<file path="src/rtl/m2v_side1_seq.sv">
// Stage-1 macroblock sequencer.
// Holds the current macroblock header (CUR) that drives the stage-2 block
// container, plus a one-entry lookahead buffer (NXT) so the next header can
// be taken while the current one is still being walked block by block.
// Each block_start pulse advances through the six 8x8 blocks (0..5); after
// block 5 the sequencer either promotes NXT, bypasses a fresh header straight
// into CUR, or drops back to IDLE.
//
// Header handshake (mb_valid / mb_ready):
//   A header is transferred on a rising edge where mb_valid & mb_ready are
//   both high. mb_ready is purely a function of registered state
//   (~NXT_full), so it never depends on mb_valid in the same cycle. The
//   producer must hold the header fields stable while mb_valid is high and
//   mb_ready is low; a header is taken exactly once.
module m2v_side1_seq #(
    parameter int MVH_WIDTH = 16,
    parameter int MVV_WIDTH = 15,
    parameter int MBX_WIDTH = 6,
    parameter int MBY_WIDTH = 5
) (
    input  logic                 clk,
    input  logic                 reset,
    // header input handshake
    input  logic                 mb_valid,
    output logic                 mb_ready,
    input  logic [MVH_WIDTH-1:0] mb_mv_h,
    input  logic [MVV_WIDTH-1:0] mb_mv_v,
    input  logic [MBX_WIDTH-1:0] mb_x,
    input  logic [MBY_WIDTH-1:0] mb_y,
    input  logic                 mb_intra,
    input  logic [5:0]           mb_cbp,
    // stage-2 consumption strobe
    input  logic                 block_start,
    // registered stage-1 outputs
    output logic [MVH_WIDTH-1:0] s1_mv_h,
    output logic [MVV_WIDTH-1:0] s1_mv_v,
    output logic [MBX_WIDTH-1:0] s1_mb_x,
    output logic [MBY_WIDTH-1:0] s1_mb_y,
    output logic                 s1_mb_intra,
    output logic [2:0]           s1_block,
    output logic                 s1_coded,
    output logic                 s1_enable,
    output logic                 mb_done,
    // debug view of the sequencer state (0 = IDLE, 1 = ACTIVE)
    output logic                 dbg_state
);

    typedef enum logic {
        IDLE   = 1'b0,
        ACTIVE = 1'b1
    } state_e;

    // One macroblock header as stored in CUR and NXT.
    typedef struct packed {
        logic [MVH_WIDTH-1:0] mv_h;
        logic [MVV_WIDTH-1:0] mv_v;
        logic [MBX_WIDTH-1:0] x;
        logic [MBY_WIDTH-1:0] y;
        logic                 intra;
        logic [5:0]           cbp;
    } hdr_t;

    localparam logic [2:0] LAST_BLOCK = 3'd5;

    state_e     state_q, state_d;
    hdr_t       cur_q, cur_d;
    hdr_t       nxt_q, nxt_d;
    logic       nxt_full_q, nxt_full_d;
    logic [2:0] block_q, block_d;
    logic       coded_q, coded_d;
    logic       done_q, done_d;

    hdr_t       in_hdr;
    logic       accept;
    logic       last_block;
    logic       block_adv;
    logic       block_end;

    // Gather the incoming header fields into one record.
    always_comb begin
        in_hdr       = '0;
        in_hdr.mv_h  = mb_mv_h;
        in_hdr.mv_v  = mb_mv_v;
        in_hdr.x     = mb_x;
        in_hdr.y     = mb_y;
        in_hdr.intra = mb_intra;
        in_hdr.cbp   = mb_cbp;
    end

    assign mb_ready   = ~nxt_full_q;
    assign accept     = mb_valid & mb_ready;
    assign last_block = (block_q == LAST_BLOCK);
    assign block_adv  = (state_q == ACTIVE) & block_start & ~last_block;
    assign block_end  = (state_q == ACTIVE) & block_start & last_block;

    // Next-state logic: header intake, block walk and end-of-macroblock handoff.
    always_comb begin
        state_d    = state_q;
        cur_d      = cur_q;
        nxt_d      = nxt_q;
        nxt_full_d = nxt_full_q;
        block_d    = block_q;
        done_d     = 1'b0;

        case (state_q)
            IDLE: begin
                // block_start is meaningless without a header and is dropped.
                if (accept) begin
                    cur_d   = in_hdr;
                    block_d = 3'd0;
                    state_d = ACTIVE;
                end
            end

            ACTIVE: begin
                if (block_adv) begin
                    block_d = block_q + 3'd1;
                end

                if (block_end) begin
                    done_d = 1'b1;
                    if (nxt_full_q) begin
                        // Promote the buffered header; no gap on s1_enable.
                        cur_d      = nxt_q;
                        block_d    = 3'd0;
                        nxt_full_d = 1'b0;
                        // mb_ready is low whenever NXT is full, so this refill
                        // cannot fire today; it keeps NXT correct should
                        // mb_ready ever be allowed to look ahead.
                        if (accept) begin
                            nxt_d      = in_hdr;
                            nxt_full_d = 1'b1;
                        end
                    end else if (accept) begin
                        // NXT empty: the arriving header goes straight to CUR.
                        cur_d   = in_hdr;
                        block_d = 3'd0;
                    end else begin
                        // Nothing queued: park with the old header visible.
                        state_d = IDLE;
                    end
                end else if (accept) begin
                    nxt_d      = in_hdr;
                    nxt_full_d = 1'b1;
                end
            end

            default: begin
                state_d = IDLE;
            end
        endcase

        // Block 0 is cbp bit 5, block 5 is cbp bit 0; intra codes every block.
        coded_d = cur_d.intra | cur_d.cbp[LAST_BLOCK - block_d];
    end

    // State and output registers; reset empties both header slots.
    always_ff @(posedge clk or posedge reset) begin
        if (reset) begin
            state_q    <= IDLE;
            cur_q      <= '0;
            nxt_q      <= '0;
            nxt_full_q <= 1'b0;
            block_q    <= 3'd0;
            coded_q    <= 1'b0;
            done_q     <= 1'b0;
        end else begin
            state_q    <= state_d;
            cur_q      <= cur_d;
            nxt_q      <= nxt_d;
            nxt_full_q <= nxt_full_d;
            block_q    <= block_d;
            coded_q    <= coded_d;
            done_q     <= done_d;
        end
    end

    assign s1_mv_h     = cur_q.mv_h;
    assign s1_mv_v     = cur_q.mv_v;
    assign s1_mb_x     = cur_q.x;
    assign s1_mb_y     = cur_q.y;
    assign s1_mb_intra = cur_q.intra;
    assign s1_block    = block_q;
    assign s1_coded    = coded_q;
    assign s1_enable   = (state_q == ACTIVE);
    assign mb_done     = done_q;
    assign dbg_state   = state_q;

endmodule

</file>
<file path="config.mk">
export PLATFORM = sky130hd
export DESIGN_NAME = m2v_side1_seq
export DESIGN_NICKNAME = d
export VERILOG_FILES = /design/src/rtl/m2v_side1_seq.sv
export SDC_FILE = /design/constraint.sdc
export NUM_CORES = 1
export LEC_CHECK = 0
export BUFFER_PORTS_ARGS = -buffer_cell sky130_fd_sc_hd__buf_2
export CORE_AREA = 5 5 132 134
export DETAILED_ROUTE_END_ITERATION = 8
export DIE_AREA = 0 0 137 139
export PLACE_DENSITY = 0.5
export SLEW_MARGIN = 20
export SYNTH_ARGS = -nofsm -noshare
export SYNTH_HDL_FRONTEND = slang
export SYNTH_SLANG_ARGS = --single-unit
</file>
<file path="constraint.sdc">
create_clock -name clk -period 3.3 [get_ports clk]
set_clock_uncertainty 0.05 [all_clocks]
set_input_delay 0.165 -clock clk [delete_from_list [all_inputs] [get_ports clk]]
set_output_delay 0.165 -clock clk [all_outputs]
set_load 0.005 [all_outputs]
</file>
Word level (Yosys, flattened, before mapping)

Index checks and enable logic that the tools add are counted.

Register bits: 105
Input bits: 53
Output and inout bits: 51
Logic and storage cells: 58

Add/sub/neg operators: 2
Magnitude comparators: 1
Equal/unequal tests: 3
Muxes and demuxes: 24
Bitwise gates (word level): 8
Reduce and logical (&&, ||, !) cells: 3

Operator list:

| operator            | number |
|---|---|
| $mux 49             | 6 |
| $pmux 49 s2         | 1 |
| $mux 3              | 5 |
| $mux 1              | 9 |
| $pmux 3 s2          | 1 |
| $and 1x1->1         | 4 |
| $lt 3x4->1 const B  | 1 |
| $reduce_and 2->1    | 2 |
| $add 3x1->3 const B | 1 |
| $bmux 1 s3          | 1 |
| $eq 3x3->1 const B  | 1 |
| $not 1->1           | 3 |
| $sub 3x3->3 const A | 1 |
| $ne 2x1->1 const B  | 1 |
| $ne 2x2->1 const B  | 1 |
| $pmux 1 s2          | 1 |
| $reduce_bool 2->1   | 1 |
| $or 1x1->1          | 1 |

Longest topological paths before layout

Gate-level depths: netlist of run 1.

Depth in word-level cells: 12
Depth in mapped cells: 9
Depth with buffers taken out: 7

Least setup slack after synthesis of run 1

Ideal clock, no wire load.

Path type: register -> register
Start: register block_q[0] (netlist: s1_block[0])
End: register nxt_q[18] (netlist name)
Library setup time: 125 ps
Arrival: 1950 ps
Data required time: 3125 ps
Path slack: 1175 ps
Stages on the path, launching flop included: 8
Path buffers: 3
Period minus slack after synthesis: 2125 ps
Cells stage by stage: dfrtp_1 ha_1 and3_1 buf_6 nor3_2 buf_2 buf_4 mux2_2

Longest elaborated chain between the ends: 4
Elaborated cells on any way between the ends: 5
Those cells by class: eq/ne: 2; mux: 1; bitwise: 1; reduce/logical: 1

RTL lines:

| element                    | line | RTL |
|---|---|---|
| from (decl)                | 69   | `logic [2:0] block_q, block_d;` |
| from (signal assigned)     | 172  | `block_q <= block_d;` |
| $eq 3x3->1 (*)             | 92   | `assign last_block = (block_q == LAST_BLOCK);` |
| $and 1x1->1 (*)            | 94   | `assign block_end = (state_q == ACTIVE) & block_start & last_block;` |
| $ne 2x2->1 (no line)       | -    |  |
| $reduce_and 2->1 (no line) | -    |  |
| to (signal assigned)       | 170  | `nxt_q <= nxt_d;` |
| to (decl)                  | 67   | `hdr_t nxt_q, nxt_d;` |

Every way passes the cells marked *; elsewhere a longest branch is shown, timed or not.
A chain may end at the register's enable or synchronous reset.

Final worst setup path of run 1

Start: register block_q[1] (netlist: s1_block[1])
End: register cur_q, in the netlist s1_mv_v[10]

Longest elaborated chain between the ends: 3

RTL lines:

| element              | line | RTL |
|---|---|---|
| $eq 3x3->1           | 92   |  |
| $and 1x1->1          | 94   |  |
| $ne 2x1->1 (no line) | -    |  |
| to (signal assigned) | 169  | `cur_q <= cur_d;` |
| to (decl)            | 66   | `hdr_t cur_q, cur_d;` |

Every way passes these cells.

==> flow_summary_export.csv, run 1 <==
group,metric,value,unit
critical_path,cpMaxStageDelayCell,"o21ai_2",
global_route,grt_pass1_wl,17600,um
synthesis,syn-cell-area,4700,sq um
pwr,p_leak,3.04,nW
placement,dp_cells,638,
synthesis,synth_area_per_cell,12.6,sq um
synthesis,yosys_register_bits,105,
critical_path,critPathCaptureType,"flop",
floorplan,initial_utilization,29.0,%
sta,fmax,397,MHz
layout,post-route-cell-area,5510,sq um
synthesis,synth_cell_types,32,
critical_path,cp_top_family,"compound AO/OA/AOI/OAI gates",
global_route,grt_pass1_vias,3412,
run_status,status,"complete, no violations",
sta,worstMarginPinSlew,0.773,ns
layout,synthToLayoutAreaGrowth,17.4,%
pwr,pwr_density_cell,806,nW/um^2
synthesis,synth_edf_count,0,
cts,cts_resized,0,
cts,root_buffer,"clkbuf_16",
synthesis,yosys.area_share.simple,2.10,%
cts,htree_num_levels,3,
cts,cts_tree,"built",
layout,antenna_cells,0,
route,m1WireLength,4800,um
cts,clkSlewWorstSetupHoldPaths,0.07,ns
critical_path,critPathLaunchType,"flop",
layout,drive_gt1_share,41.8,%
layout,stdcell_count,663,
route,wl_met2,5260,um
sta,hold_viol_final,0,
critical_path,required,3.52,ns
layout,final_nets,493,
layout,fillers,1638,
placement,placed_area,5150,sq um
critical_path,worstPathArrival,2.74,ns
synthesis,ys.flop_type,"dfrtp_1",
critical_path,path_buf_inv,3,
critical_path,crit_fanout,20,
floorplan,die_w,137,um
sta,drv_slew,0,
pwr,power,4.45,mW
placement,hpwl,7330,um
sta,timing.hold.ws,0.0121,ns
sta,setup-tns-final,0,ns
critical_path,crit_path_max_incr_delay,0.44,ns
route,antenna_left,0,
sta,finalWorstSetupSlack,0.783,ns
critical_path,reg2reg_depth,8,
sta,setup_violations,0,
route,dr.pass1.iters,6,
route,wl,11000,um
synthesis,syn_nets,427,
cts,cts_buffers,9,
critical_path,path_depth,8,
synthesis,synth_compound_area_share,13.3,%
critical_path,crit_start,"s1_block[1]$_DFF_PP0_",
placement,gp_congestion,0.769,
cts,cts_buffer_depth,2,
sta,period_minus_slack,2.52,ns
sta,relSlewSlack,48.4,%
min_path,min_path_type,"in2reg",
layout,final_util,34.1,%
synthesis,synthArstFlopShare,100,%
layout,area.sequential,2630,sq um
global_route,antenna_found_initial,0,
route,wl_per_cell,16.5,um
sta,rsz0062_at_grt,"no",
cts,cts.sinks,105,
cts,post_cts_buffers,0,
critical_path,cp-endpoint,"s1_mv_v[10]$_DFFE_PP0P_",
global_route,overflow,0,
cts,worstSkewPairLatency,0.34,ns
synthesis,ys_warn_count,0,
floorplan,coreArea,16200,sq um
global_route,grt_max_degree,45,
critical_path,r2r-end,"s1_mv_v[10]$_DFFE_PP0P_",
route,vias,3202,
floorplan,pin_count,104,
placement,place_ws,0.795,ns
global_route,track_usage,11.6,%
synthesis,synthCells,372,
floorplan,dieHeight,139,um
critical_path,crit_chain,"inv_1, ha_1, nand3_1, o21ai_2, a22o_2, buf_4, a222oi_1, inv_1",
layout,multi_input_area,1450,sq um
synthesis,synthMuxAreaShare,14.4,%
critical_path,worst_path_most_repeated_cell,"inv_1",
synthesis,yosysSeqAreaShare,55.9,%
synthesis,synth_fa_ha_area_share,0.533,%
route,drc,0,
synthesis,synth_top_family_by_area,"multiplexers",
job,drv_cap,0,
pwr,vdd_ir_drop_max,0.290,mV
critical_path,rr_startpoint,"s1_block[1]$_DFF_PP0_",
route,met3WireLength,766,um
critical_path,r2r_slack,0.78,ns
floorplan,die_area,19000,sq um
synthesis,synth_xor_area_share,0,%
route,via_per_inst,4.83,
placement,port_buffers,103,
route,drt_iter0_markers,340,
route,routed.top_layer,"met4",
floorplan,num_rows,47,
sta,finalCritPeriodShare,76.3,%
critical_path,critPathKind,"reg2reg",
synthesized netlist by cell type (3+ instances only):
library cell	number	area, sq um
inv_1	53	199
o22ai_1	8	50.1
a22o_1	6	52.6
buf_4	46	345
nand2_1	3	11.3
dfrtp_1	105	2630
clkbuf_1	9	33.8
a21oi_1	5	25.0
mux2i_1	10	100
a222oi_1	42	420
buf_2	9	45.0
mux2_2	49	552
layout by cell type, fill, tap and decap left out, types with 3 or more instances in the layout:
master         count
dlygate4sd3_1      9
inv_1             52
o22ai_1            8
nand2_1            3
buf_4              8
buf_2            103
a21oi_1            4
mux2i_1           10
clkbuf_1           3
mux2_2            49
clkbuf_16          9
dfrtp_1          105
a22o_1             5
a222oi_1          42
worst register-to-register path: stages, from the launching register on:
cell and delay [ns]:
dfrtp_1 0.41, inv_1 0.07, ha_1 0.26, nand3_1 0.31, o21ai_2 0.45, a22o_2 0.34
buf_4 0.34, a222oi_1 0.13, inv_1 0.10
how the worst min path moves through the flow:
stage / from / endpoint / slack [ns] / depth (start not counted)
6_report: mb_mv_h[0] / s1_mv_h[0]$_DFFE_PP0P_ / 0.01 / 3
5_1_grt: mb_mv_v[8] / nxt_q[26]$_DFFE_PP0P_ / 0.009 / 2
3_5_place_dp: reset / s1_mb_x[5]$_DFFE_PP0P_ / 0.22 / 2
2_1_floorplan: mb_x[5] / s1_mb_x[5]$_DFFE_PP0P_ / 0.24 / 2
3_3_place_gp: reset / s1_mb_intra$_DFF_PP0_ / 0.21 / 2
4_1_cts: mb_mv_h[0] / s1_mv_h[0]$_DFFE_PP0P_ / 0.0005 / 3
logic make-up after synthesis:
family	Yosys count
multiplexers	60
adder cells (fa/ha/maj)	2
AND/OR/NAND/NOR	16
buffers and inverters	119
flip-flops	105
AO/OA/AOI/OAI	70
power breakdown:
part	switching, mW	internal (mW)
combinational	0.661	0.714
clock	0.453	0.553
sequential	0.301	1.76
state kept, by name, indices dropped and copies added, names as in the netlist:
signal and flops:
nxt_q 49, s1_mv_h 16, s1_mv_v 15, cur_q 6
s1_mb_x 6, s1_mb_y 5, s1_block 3, dbg_state 1
mb_done 1, nxt_full_q 1, s1_coded 1, s1_mb_intra 1
repair_timing:
item / in CTS / in global routing
endpoints found under the setup margin: 0 / 0
endpoints found under the hold margin: 50 / 0
hold buffers: 9 / 0
final cells by class:
class                   instances  share of cell area [%]
clock buffers                  14                    4.79
clock inverters                 2                   0.227
inverters                      53                    3.65
multi-input cells             148                    26.3
flip-flops and latches        105                    47.7
well taps                     220                    4.99
repair buffers                121                    12.4
routing by layer:
layer  global-route usage, %  vias to the layer above
li1                        -                     1444
met1                    14.8                     1650
met2                    19.0                       98
met3                    3.23                       10
met4                    3.89                        0
met5                       0                        -
Note: power is estimated with default switching activity, not from simulation.
==> inputs of run 2 (changes only) <==
Clock period 3.3 ns to 2.4 ns, I/O delays scaled along.
==> run 2 against run 1 <==
Effect of this change:
- global-route usage up 0.29 points
- critical path depth down 1
- clock power up 59%
- sequential share of layout area down 4.2 points
- register-to-register slack worse by 0.68 ns
- wire length up 2.7%
- maximum frequency up 9.4%
- critical path type unchanged
- critical endpoint is now s1_coded$_DFF_PP0_
==> flow_summary_export.csv, run 2 (synthesized netlist as in run 1, its figures left out) <==
group,metric,value,unit
floorplan,initial_utilization,29.0,%
floorplan,num_rows,47,
route,met3WireLength,784,um
layout,multi_input_area,1460,sq um
critical_path,crit_path_max_incr_delay,0.54,ns
layout,synthToLayoutAreaGrowth,28.9,%
sta,hold_viol_final,0,
route,vias,3345,
sta,finalCritPeriodShare,95.9,%
route,wl_per_cell,15.9,um
cts,htree_num_levels,3,
pwr,pwr_density_cell,1070,nW/um^2
critical_path,crit_chain,"inv_1, ha_2, nor4bb_2, a21oi_1, o22ai_2, mux4_2, o221ai_2",
route,m1WireLength,4860,um
layout,fillers,1581,
global_route,track_usage,11.9,%
global_route,antenna_found_initial,0,
layout,antenna_cells,0,
placement,gp_congestion,0.789,
pwr,power,6.46,mW
floorplan,die_w,137,um
placement,port_buffers,103,
sta,relSlewSlack,61.2,%
floorplan,dieHeight,139,um
layout,area.sequential,2630,sq um
min_path,worstHoldPathCells,3,
critical_path,critPathCaptureType,"flop",
sta,drv_slew,0,
layout,largest_reg_flops,49,
critical_path,reg2reg_depth,7,
route,routed.top_layer,"met4",
layout,max_flop_register,"nxt_q",
floorplan,pin_count,104,
placement,placed_area,5190,sq um
critical_path,worstPathArrival,2.51,ns
placement,hpwl,7010,um
sta,fmax,434,MHz
cts,clkSlewWorstSetupHoldPaths,0.07,ns
layout,stdcell_count,706,
global_route,grt_max_degree,106,
layout,layout_common_cells,"dfrtp_1, buf_2, inv_1",
floorplan,coreArea,16200,sq um
sta,period_minus_slack,2.30,ns
cts,cts_buffer_depth,2,
sta,worstMarginPinSlew,0.582,ns
cts,cts.sinks,105,
critical_path,critPathKind,"reg2reg",
global_route,overflow,0,
critical_path,required,2.61,ns
layout,drive_gt1_share,39.9,%
route,antenna_left,0,
min_path,min_path_type,"in2reg",
job,drv_cap,0,
sta,setup-tns-final,0,ns
cts,root_buffer,"clkbuf_16",
cts,worstSkewPairLatency,0.35,ns
pwr,p_leak,3.26,nW
layout,final_nets,537,
floorplan,die_area,19000,sq um
layout,post-route-cell-area,6050,sq um
critical_path,cpMaxStageDelayCell,"mux4_2",
critical_path,critPathLaunchType,"flop",
route,drc,0,
route,dr.pass1.iters,6,
cts,cts_buffers,9,
pwr,vdd_ir_drop_max,0.393,mV
sta,setup_violations,0,
layout,final_util,37.4,%
route,via_per_inst,4.74,
placement,dp_cells,639,
route,wl_met2,5360,um
layout,final_common_cell,"dfrtp_1",
cts,cts_tree,"built",
global_route,grt_pass1_vias,3453,
route,drt_iter0_markers,269,
global_route,grt_pass1_wl,18000,um
route,wl,11300,um
critical_path,crit_fanout,7,
run_status,status,"complete, no violations",
## run 2: changes by cell type in the layout (fill, tap and decap cells not counted), moves of 2 or more
cell	before	now
clkbuf_1	3	0
bufinv_16	0	2
dlygate4sd3_1	9	50
buf_12	1	4
## run 2: critical path, delay by kind of cell, from the launching register on
family | cells | cell delay (ns)
AO/OA/AOI/OAI | 3 | 0.53
adder cells (fa/ha/maj) | 1 | 0.24
buffers and inverters | 1 | 0.08
flip-flops | 1 | 0.43
multiplexers | 1 | 0.54
AND/OR/NAND/NOR | 1 | 0.34
## run 2: what timing repair did
item / in CTS / in global routing
buffers inserted: 0 / 2
gates resized for setup: 0 / 4
endpoints found under the hold margin: 196 / 0
setup endpoints to repair: 0 / 14
hold buffers: 50 / 0
## run 2: per-stage QoR
step | hold slack, ns | setup slack, ns
2_1_floorplan | 0.195 | 0.275
3_3_place_gp | 0.276 | 0.145
3_5_place_dp | 0.291 | 0.0600
4_1_cts | 0.122 | 0.0295
5_1_grt | 0.128 | -0.0554
6_report | 0.118 | 0.0984
## run 2: cell type report
| cell class | instances | area share (%) |
|---|---|---|
| clock buffer | 11 | 4.18 |
| multi-input combinational | 148 | 24.2 |
| inverter | 53 | 3.35 |
| clock inverter | 4 | 1.26 |
| tap | 220 | 4.55 |
| timing repair buffer | 165 | 19.1 |
| sequential | 105 | 43.4 |
## run 2: final timing paths
| kind | from | to | slack, ns |
|---|---|---|---|
| worst min register to register | s1_mv_v[13]$_DFFE_PP0P_ | s1_mv_v[13]$_DFFE_PP0P_ | 0.44 |
| worst max register to register | s1_block[1]$_DFF_PP0_ | s1_coded$_DFF_PP0_ | 0.1 |
| worst max-delay path | s1_block[1]$_DFF_PP0_ | s1_coded$_DFF_PP0_ | 0.1 |
| worst min-delay path | block_start | mb_done$_DFF_PP0_ | 0.12 |
| max in group asynchronous | reset | nxt_q[26]$_DFFE_PP0P_ | 1.42 |
| min in group asynchronous | reset | s1_mv_h[5]$_DFFE_PP0P_ | 0.41 |
## run 2: report_power, final
group	switching [mW]	internal, mW
Combinational	0.938	1.09
Clock	0.643	0.967
Sequential	0.395	2.42
## run 2: routing by layer
metal | GRT usage [%] | up-vias
met5 | 0 | -
met3 | 3.34 | 18
met4 | 5.04 | 0
met2 | 18.8 | 111
met1 | 15.3 | 1684
li1 | - | 1532
==> inputs of run 3 (changes only) <==
Settings changed: CORE_AREA 5 5 132 134 to 2 2 129 131, DIE_AREA 0 0 137 139 to 0 0 131 133.
==> run 3 against run 2 <==
Effect of this change:
- critical path depth is the same
- setup slack better by 0.068 ns
- first-iteration DRC count up 1.9%
- sequential cell count unchanged
- non-clock buffer count did not move
- global-route usage grew 1.0 points
- largest power group unchanged
- highest routed layer unchanged
==> flow_summary_export.csv, run 3 (synthesized netlist as in run 1, its figures left out) <==
group,metric,value,unit
layout,final_common_cell,"dfrtp_1",
sta,rsz0062_at_grt,"no",
route,antenna_left,0,
sta,relSlewSlack,61.9,%
cts,worstSkewPairLatency,0.34,ns
cts,cts_buffers,9,
global_route,grt_max_degree,44,
critical_path,critPathCaptureType,"flop",
layout,final_nets,538,
layout,drive_gt1_share,39.3,%
route,vias,3348,
global_route,antenna_found_initial,0,
cts,htree_num_levels,3,
floorplan,die_w,131,um
cts,cts.sinks,105,
layout,max_flop_register,"nxt_q",
cts,root_buffer,"clkbuf_16",
critical_path,crit_path_max_incr_delay,0.54,ns
sta,period_minus_slack,2.23,ns
critical_path,cpMaxStageDelayCell,"mux4_2",
pwr,combPwrFrac,32.5,%
sta,fmax,448,MHz
critical_path,crit_chain,"inv_1, ha_2, nor4bb_1, a21oi_1, o22ai_2, mux4_2, o221ai_2",
cts,post_cts_buffers,0,
floorplan,initial_utilization,29.0,%
critical_path,crit_fanout,7,
critical_path,critPathKind,"reg2reg",
placement,port_buffers,103,
route,via_per_inst,4.73,
pwr,pwr-share-seq,45.3,%
layout,post-route-cell-area,6020,sq um
route,wl_per_cell,15.7,um
floorplan,pin_count,104,
pwr,vdd_ir_drop_max,0.358,mV
floorplan,dieHeight,133,um
critical_path,cp_top_family,"multiplexers",
critical_path,path_depth,7,
route,dr.pass1.iters,7,
min_path,worstHoldPathCells,3,
route,drc,0,
sta,hold_viol_final,0,
sta,worstMarginPinSlew,0.571,ns
pwr,p_leak,3.24,nW
global_route,track_usage,12.9,%
min_path,min_path_type,"in2reg",
placement,gp_congestion,0.767,
floorplan,coreArea,16200,sq um
global_route,grt_pass1_vias,3441,
pwr,internal_power,4.27,mW
cts,cts_buffer_depth,2,
critical_path,path_buf_inv,1,
placement,placed_area,5220,sq um
critical_path,critPathLaunchType,"flop",
layout,largest_reg_flops,49,
layout,layout_common_cells,"dfrtp_1, buf_2, inv_1",
route,wl,11100,um
sta,drv_slew,0,
global_route,grt_pass1_wl,17500,um
cts,cts_tree,"built",
placement,hpwl,6880,um
sta,setup_violations,0,
critical_path,reg2reg_depth,7,
pwr,switching_share,31.6,%
layout,synthToLayoutAreaGrowth,28.2,%
cts,clkSlewWorstSetupHoldPaths,0.07,ns
sta,setup-tns-final,0,ns
pwr,clock_power_share,22.2,%
floorplan,num_rows,47,
run_status,status,"complete, no violations",
pwr,power.switching,1.97,mW
critical_path,required,2.61,ns
layout,antenna_cells,0,
floorplan,die_area,17400,sq um
global_route,overflow,0,
route,drt_iter0_markers,274,
critical_path,worstPathArrival,2.45,ns
job,drv_cap,0,
sta,finalCritPeriodShare,93.1,%
pwr,pwr_density_cell,1040,nW/um^2
==> run 3: cell types whose count changed in the layout (fill, tap and decap cells not counted), sizes merged <==
cell | previous run | this run
clkbuf | 11 | 14
bufinv | 2 | 0
a21oi | 5 | 6
==> run 3: per-layer routing <==
layer	up-vias	GRT usage, %	wire (um)
met5	-	0	0
li1	1536	-	-
met3	14	3.40	613
met4	0	5.61	226
met1	1690	16.3	4840
met2	108	20.8	5410
==> run 3: what timing repair did <==
item                                    in CTS  in global routing
hold buffers                                50                  0
hold endpoints to repair                   111                  0
resized for setup                            0                  4
endpoints found under the setup margin       0                 43
==> run 3: final timing paths <==
path                                        startpoint                endpoint  slack [ns]
worst max-delay path             s1_block[1]$_DFF_PP0_      s1_coded$_DFF_PP0_        0.17
worst min-delay path                          mb_valid  nxt_full_q$_DFFE_PP0P_        0.13
worst max register to register   s1_block[1]$_DFF_PP0_      s1_coded$_DFF_PP0_        0.17
worst min register to register  s1_mv_v[8]$_DFFE_PP0P_  s1_mv_v[8]$_DFFE_PP0P_        0.43
max in group asynchronous                        reset   nxt_q[30]$_DFFE_PP0P_        1.35
min in group asynchronous                        reset    nxt_q[1]$_DFFE_PP0P_        0.34
==> run 3: worst register-to-register path, stage by stage, from the launching register on <==
cell	delay (ns)
dfrtp_1	0.42
inv_1	0.07
ha_2	0.23
nor4bb_1	0.34
a21oi_1	0.09
o22ai_2	0.25
mux4_2	0.54
o221ai_2	0.16
==> run 3: final cells by class <==
type | count | area [sq um]
Timing Repair Buffer | 165 | 1170
Tap cell | 220 | 275
Sequential cell | 105 | 2630
Inverter | 53 | 203
Multi-Input combinational cell | 149 | 1470
Fill cell | 1578 | 10100
Clock inverter | 2 | 12.5
Clock buffer | 14 | 264
==> run 3: power by group through the flow <==
stage                     combinational, mW  clock [mW]  sequential [mW]
final                                  2.02        1.39             2.82
after global routing                   2.25        1.53             2.90
after CTS                              2.04        1.45             2.81
after detailed placement               1.97           0             2.84
after global placement                 1.92           0             2.81
after floorplan                        1.64           0             2.72
==> run 3: stage by stage <==
step / utilization (%) / setup WS (ns) / cells / hold WS, ns / power (mW)
5_1_grt: 37.2 / 0.0186 / 708 / 0.152 / 6.69
4_1_cts: 37.1 / 0.0619 / 707 / 0.110 / 6.30
2_1_floorplan: - / 0.275 / 372 / 0.195 / 4.36
6_report: 37.2 / 0.167 / 708 / 0.127 / 6.23
3_5_place_dp: 32.3 / 0.0746 / 641 / 0.160 / 4.81
3_3_place_gp: 32.3 / 0.143 / 641 / 0.160 / 4.74
